## config.mk

```make
export PLATFORM = sky130hd
export DESIGN_NAME = sram_port_mux
export DESIGN_NICKNAME = d
export VERILOG_FILES = /design/src/rtl/sram_pkg.sv /design/src/rtl/sram_slot_counter.sv /design/src/rtl/sram_port_mux.sv
export SDC_FILE = /design/constraint.sdc
export NUM_CORES = 1
export LEC_CHECK = 0
export CORE_UTILIZATION = 35
export DETAILED_ROUTE_END_ITERATION = 12
export PLACE_DENSITY = 0.77
export SYNTH_ARGS = -nofsm -noshare
export SYNTH_HDL_FRONTEND = slang
export SYNTH_HIERARCHICAL = 1
export SYNTH_SLANG_ARGS = --single-unit
```

## constraint.sdc

```tcl
create_clock -name clk50 -period 1.8 [get_ports clk50]
set_input_delay 0.36 -clock clk50 [delete_from_list [all_inputs] [get_ports clk50]]
set_output_delay 0.36 -clock clk50 [all_outputs]
set_load 0.01 [all_outputs]
```

## src/rtl/sram_pkg.sv

```systemverilog
// Shared definitions for the SRAM port multiplexers: platform constants,
// slot phase encoding and the slot-counter width helper.
package sram_pkg;

  localparam int SRAM_DW   = 16;
  localparam int SRAM_AW   = 18;
  localparam int IMEM_BASE = 0;
  localparam int DMEM_BASE = 1;

  typedef enum logic {
    PH_READ  = 1'b0,
    PH_WRITE = 1'b1
  } slot_phase_e;

  // Bits needed to count n states, never less than one.
  function automatic int clog2(input int n);
    int w;
    w = 1;
    while ((1 << w) < n) w++;
    return w;
  endfunction

endpackage

```

## src/rtl/sram_slot_counter.sv

```systemverilog
// Frame sequencer: slot counter, run flag gated by i_en at frame start,
// and the registered frame-start strobe.
module sram_slot_counter
  import sram_pkg::*;
#(
  parameter  int NPORTS = 2,
  localparam int SW     = clog2(2 * NPORTS)
) (
  input  logic          clk50,
  input  logic          rst_n,
  input  logic          i_en,
  output logic [SW-1:0] o_slot,
  output slot_phase_e   o_phase,
  output logic          o_active,
  output logic          o_frame_start
);

  localparam logic [SW-1:0] LAST = SW'(2 * NPORTS - 1);

  logic [SW-1:0] slot_q, slot_d;
  logic          running_q, running_d;
  logic          frame_start_q, frame_start_d;
  logic          active;

  always_comb begin
    // NOTE: every signal gets a default before any branch, so no path can leave one unassigned and infer a latch.
    slot_d        = slot_q;
    running_d     = running_q;
    frame_start_d = 1'b0;
    // At slot 0 the enable decides this very edge; elsewhere the frame is committed.
    active        = (slot_q == '0) ? i_en : running_q;
    if (slot_q == '0) begin
      running_d     = i_en;
      frame_start_d = i_en;
    end
    if (active) slot_d = (slot_q == LAST) ? '0 : slot_q + 1'b1;
  end

  // NOTE: sequential state uses non-blocking assignments so every register samples pre-edge values.
  always_ff @(posedge clk50 or negedge rst_n) begin
    if (!rst_n) begin
      slot_q        <= '0;
      running_q     <= 1'b0;
      frame_start_q <= 1'b0;
    end else begin
      slot_q        <= slot_d;
      running_q     <= running_d;
      frame_start_q <= frame_start_d;
    end
  end

  assign o_slot        = slot_q;
  assign o_phase       = slot_phase_e'(slot_q[0]);
  assign o_active      = active;
  assign o_frame_start = frame_start_q;

endmodule

```

## src/rtl/sram_port_mux.sv

```systemverilog
// Time-multiplexes NPORTS read/write port pairs onto one asynchronous SRAM:
// each port gets a read slot then a write slot per frame, port 0 first.
module sram_port_mux
  import sram_pkg::*;
#(
  parameter int NPORTS = 2,
  parameter int AW     = 17,
  parameter int RAM_AW = 18,
  parameter int DW     = 16,
  parameter int BASE   = 0
) (
  input  logic                 clk50,
  input  logic                 rst_n,
  input  logic                 i_en,
  input  logic [NPORTS*AW-1:0] i_rd_addr,
  input  logic [NPORTS*AW-1:0] i_wr_addr,
  input  logic [NPORTS*DW-1:0] i_wr_data,
  input  logic [NPORTS-1:0]    i_wr_en,
  output logic [NPORTS*DW-1:0] o_rd_data,
  output logic [NPORTS-1:0]    o_rd_valid,
  output logic                 o_frame_start,
  output logic [RAM_AW-1:0]    ram_addr,
  output logic                 ram_oe,
  output logic                 ram_we,
  output logic [DW-1:0]        ram_dq_out,
  output logic                 ram_dq_oe,
  input  logic [DW-1:0]        ram_dq_in
);

  localparam int SW = clog2(2 * NPORTS);
  localparam int PW = (SW > 1) ? SW - 1 : 1;
  localparam logic [RAM_AW-AW-1:0] BASE_BITS = (RAM_AW - AW)'(BASE);

  logic [SW-1:0] slot;
  slot_phase_e   phase;
  logic          active;
  logic [PW-1:0] port_idx;
  logic [AW-1:0] rd_addr_sel, wr_addr_sel;
  logic [DW-1:0] wr_data_sel;
  logic          wr_en_sel;

  logic [NPORTS*DW-1:0] rd_data_q;
  logic [NPORTS-1:0]    rd_valid_q;
  logic [RAM_AW-1:0]    ram_addr_q;
  logic                 ram_oe_q, ram_we_q, ram_dq_oe_q;
  logic [DW-1:0]        ram_dq_out_q;

  sram_slot_counter #(.NPORTS(NPORTS)) u_slot (
    .clk50         (clk50),
    .rst_n         (rst_n),
    .i_en          (i_en),
    .o_slot        (slot),
    .o_phase       (phase),
    .o_active      (active),
    .o_frame_start (o_frame_start)
  );

  assign port_idx    = PW'(slot >> 1);
  assign rd_addr_sel = i_rd_addr[port_idx*AW +: AW];
  assign wr_addr_sel = i_wr_addr[port_idx*AW +: AW];
  assign wr_data_sel = i_wr_data[port_idx*DW +: DW];
  assign wr_en_sel   = i_wr_en[port_idx];

  always_ff @(posedge clk50 or negedge rst_n) begin
    if (!rst_n) begin
      rd_data_q    <= '0;
      rd_valid_q   <= '0;
      ram_addr_q   <= '0;
      ram_oe_q     <= 1'b0;
      ram_we_q     <= 1'b0;
      ram_dq_oe_q  <= 1'b0;
      ram_dq_out_q <= '0;
    end else begin
      rd_valid_q <= '0;
      if (!active) begin
        // Idle bus keeps its last address so the pads do not toggle.
        ram_oe_q    <= 1'b0;
        ram_we_q    <= 1'b0;
        ram_dq_oe_q <= 1'b0;
      end else if (phase == PH_READ) begin
        ram_addr_q  <= {BASE_BITS, rd_addr_sel};
        ram_oe_q    <= 1'b1;
        ram_we_q    <= 1'b0;
        ram_dq_oe_q <= 1'b0;
      end else begin
        // Data from the read issued one cycle earlier is on the pads now.
        rd_data_q[port_idx*DW +: DW] <= ram_dq_in;
        rd_valid_q[port_idx]         <= 1'b1;
        ram_addr_q                   <= {BASE_BITS, wr_addr_sel};
        ram_oe_q                     <= 1'b0;
        ram_we_q                     <= wr_en_sel;
        ram_dq_oe_q                  <= wr_en_sel;
        if (wr_en_sel) ram_dq_out_q <= wr_data_sel;
      end
    end
  end

  assign o_rd_data  = rd_data_q;
  assign o_rd_valid = rd_valid_q;
  assign ram_addr   = ram_addr_q;
  assign ram_oe     = ram_oe_q;
  assign ram_we     = ram_we_q;
  assign ram_dq_oe  = ram_dq_oe_q;
  assign ram_dq_out = ram_dq_out_q;

endmodule
```

==> impl_metrics.csv <==
group,metric,value,unit
status,outcome,"finished clean",
die,die_area,10400,um2
logic_synthesis,syn_area,3510,um2
detailed_routing,vias_per_cell,4.62,
detailed_routing,drtAntennaViolNets,0,
pwr,power.internal,6590,uW
pwr,p_comb_share,57.0,%
setup_path,r2r_slack,30,ps
pwr,pwr-share-seq,29.8,%
setup_path,arrival,1990,ps
logic_synthesis,syn_nets,383,
finish,fin_nets,584,
die,dieHeight,102,um
sta,max_freq,0.565,GHz
detailed_routing,drt-wirelength-per-cell,15.6,um
setup_path,end_kind,"register",
cts,clock-sinks,73,
sta,finClkSkew,12.5,ps
pwr,netSwitchingFraction,32.9,%
detailed_routing,dr.pass1.iters,3,
sta,min_period_over_period,98.3,%
cts,clk_pin_slew,80,ps
cts,clkLatencyLatePin,340,ps
finish,antenna_cells,0,
detailed_routing,wl,9330,um
die,die_x,102,um
worst_hold_path,hold_class,"in -> async",
cts,cts_tree,"done",
sta,period_needed,1770,ps
sta,finalHoldViolations,0,
logic_synthesis,synthCells,260,
pwr,p_per_area,1650,nW/um2
sta,finalSetupViolations,0,
setup_path,critical_path_required,2020,ps
pwr,p_clk_share,13.2,%
setup_path,crit_type,"reg -> reg",
sta,slew_viol_final,0,
global_route,overflow,0,
detailed_routing,vias,2766,
detailed_routing,route.detailed.drc,0,
sta,rsz0062_at_grt,"true",
pwr,fin_total_pwr,9820,uW
cts,clk_path_buf_depth,2,
setup_path,startpoint_type,"register",
logic_synthesis,avgSynthCellArea,13.5,um2
cts,cts_buffers,9,
die,coreArea,9730,um2
global_route,grt_usage,17.7,%
logic_synthesis,yosys_warnings,6,
global_route,grt_pass1_vias,2868,
global_route,grt_max_degree,41,
die,initial_core_util,36.1,%
placement,place.detailed.hpwl,6800,um
global_route,antenna_found_initial,0,
sta,holdWs,474,ps
die,io_pins,193,
pwr,ir_drop,0.000906,V
finish,n_fill_cell,798,
setup_path,cp_max_fo,9,
cts,cts_root_buf,"clkbuf_8",
pwr,switchingPower,3230,uW
detailed_routing,drtIter0Drc,68,
placement,port_buffers,191,
finish,area_delta_synth_final,69.1,%
die,std_cell_rows,36,
cts,htree_levels,3,
global_route,grt_pass1_wl,14000,um
finish,drive_above_1_share,27.0,%
placement,gp_congestion,0.710,
run,maxCapViolCount,0,
pwr,p_leak,0.00249,uW
==> layout by cell type (no fill, tap or decap), drive strengths merged, types with 2 or more instances in the layout <==
cell and n:
mux2 83, o21ai 17, nor2b 19, clkdlybuf4s50 190, mux2i 19, ha 2
nor2 2, clkbuf 10, nand2 2, inv 6, a21oi 17, clkinv 3
dfrtp 73, buf 16
==> sequential cells by signal, indices dropped and copies added, names as in the netlist <==
name and count:
u_slot/o_slot 2, ram_oe 1, ram_dq_out 16, ram_dq_oe 1, ram_addr 17, u_slot/running_q 1, u_slot/o_frame_start 1, o_rd_data 32
o_rd_valid 2
==> critical path, cell delays in order (launching register included) <==
cell,delay [ps]
dfrtp_1,370
inv_2,50
ha_4,170
mux2i_4,180
inv_2,100
nand2_4,60
or2_4,280
buf_12,150
mux2_4,290
==> per-layer routing <==
| metal | track usage [%] | vias to the layer above | part of all wire, % |
|---|---|---|---|
| met3 | 5.20 | 10 | 9.9 |
| met4 | 4.95 | 0 | 0.95 |
| met2 | 32.5 | 128 | 50 |
| li1 | - | 1308 | - |
| met5 | 0 | - | 0 |
| met1 | 19.9 | 1320 | 39 |
==> power groups by stage <==
| stage | clock, uW | combinational (uW) | sequential, uW |
|---|---|---|---|
| after floorplan | 0 | 2500 | 3270 |
| after global placement | 0 | 5230 | 2920 |
| after detailed placement | 0 | 5350 | 2930 |
| after CTS | 1340 | 5680 | 2930 |
| after global routing | 1410 | 6020 | 3020 |
| final | 1290 | 5600 | 2930 |
==> cell type report <==
cell class	instances	area [um2]	share of cell area, %
Clock buffer	10	138	2.32
Inverter	5	18.8	0.316
Clock inverter	6	65.1	1.10
Multi-Input combinational cell	165	1580	26.6
Tap cell	133	166	2.80
Sequential cell	73	1830	30.8
Timing Repair Buffer	207	2140	36.1
==> worst paths after layout <==
check	start	to	cells after the start
worst max-delay path	u_slot/o_slot[1]	o_rd_data[13]	8
worst min-delay path	rst_n	u_slot/running_q	2
worst max register to register	u_slot/o_slot[1]	o_rd_data[13]	8
worst min register to register	ram_dq_out[3]	ram_dq_out[3]	1
max in group asynchronous	rst_n	ram_dq_out[13]	3
min in group clk50	ram_dq_out[3]	ram_dq_out[3]	1
==> per-stage QoR <==
stage	worst slack [ps]	TNS, ps	util (%)	cell area [um2]	instances
after floorplan	-83.2	-1470	-	3520	260
after detailed placement	-193	-9450	57.7	5610	578
after global routing	-36.2	-442	61.0	5940	599
after CTS	10.8	0	61.0	5940	599
after global placement	-172	-7800	57.7	5610	578
final	30.5	0	61.0	5940	599
==> what timing repair did <==
action | 4_1_cts | 5_1_grt
setup buffers | 2 | 0
hold endpoints to repair | 20 | 0
hold buffers | 1 | 0
gates cloned | 2 | 0
resized for setup | 13 | 2
endpoints found under the setup margin | 43 | 45
pin swaps | 1 | 0
Note: power is estimated with default switching activity, not from simulation.
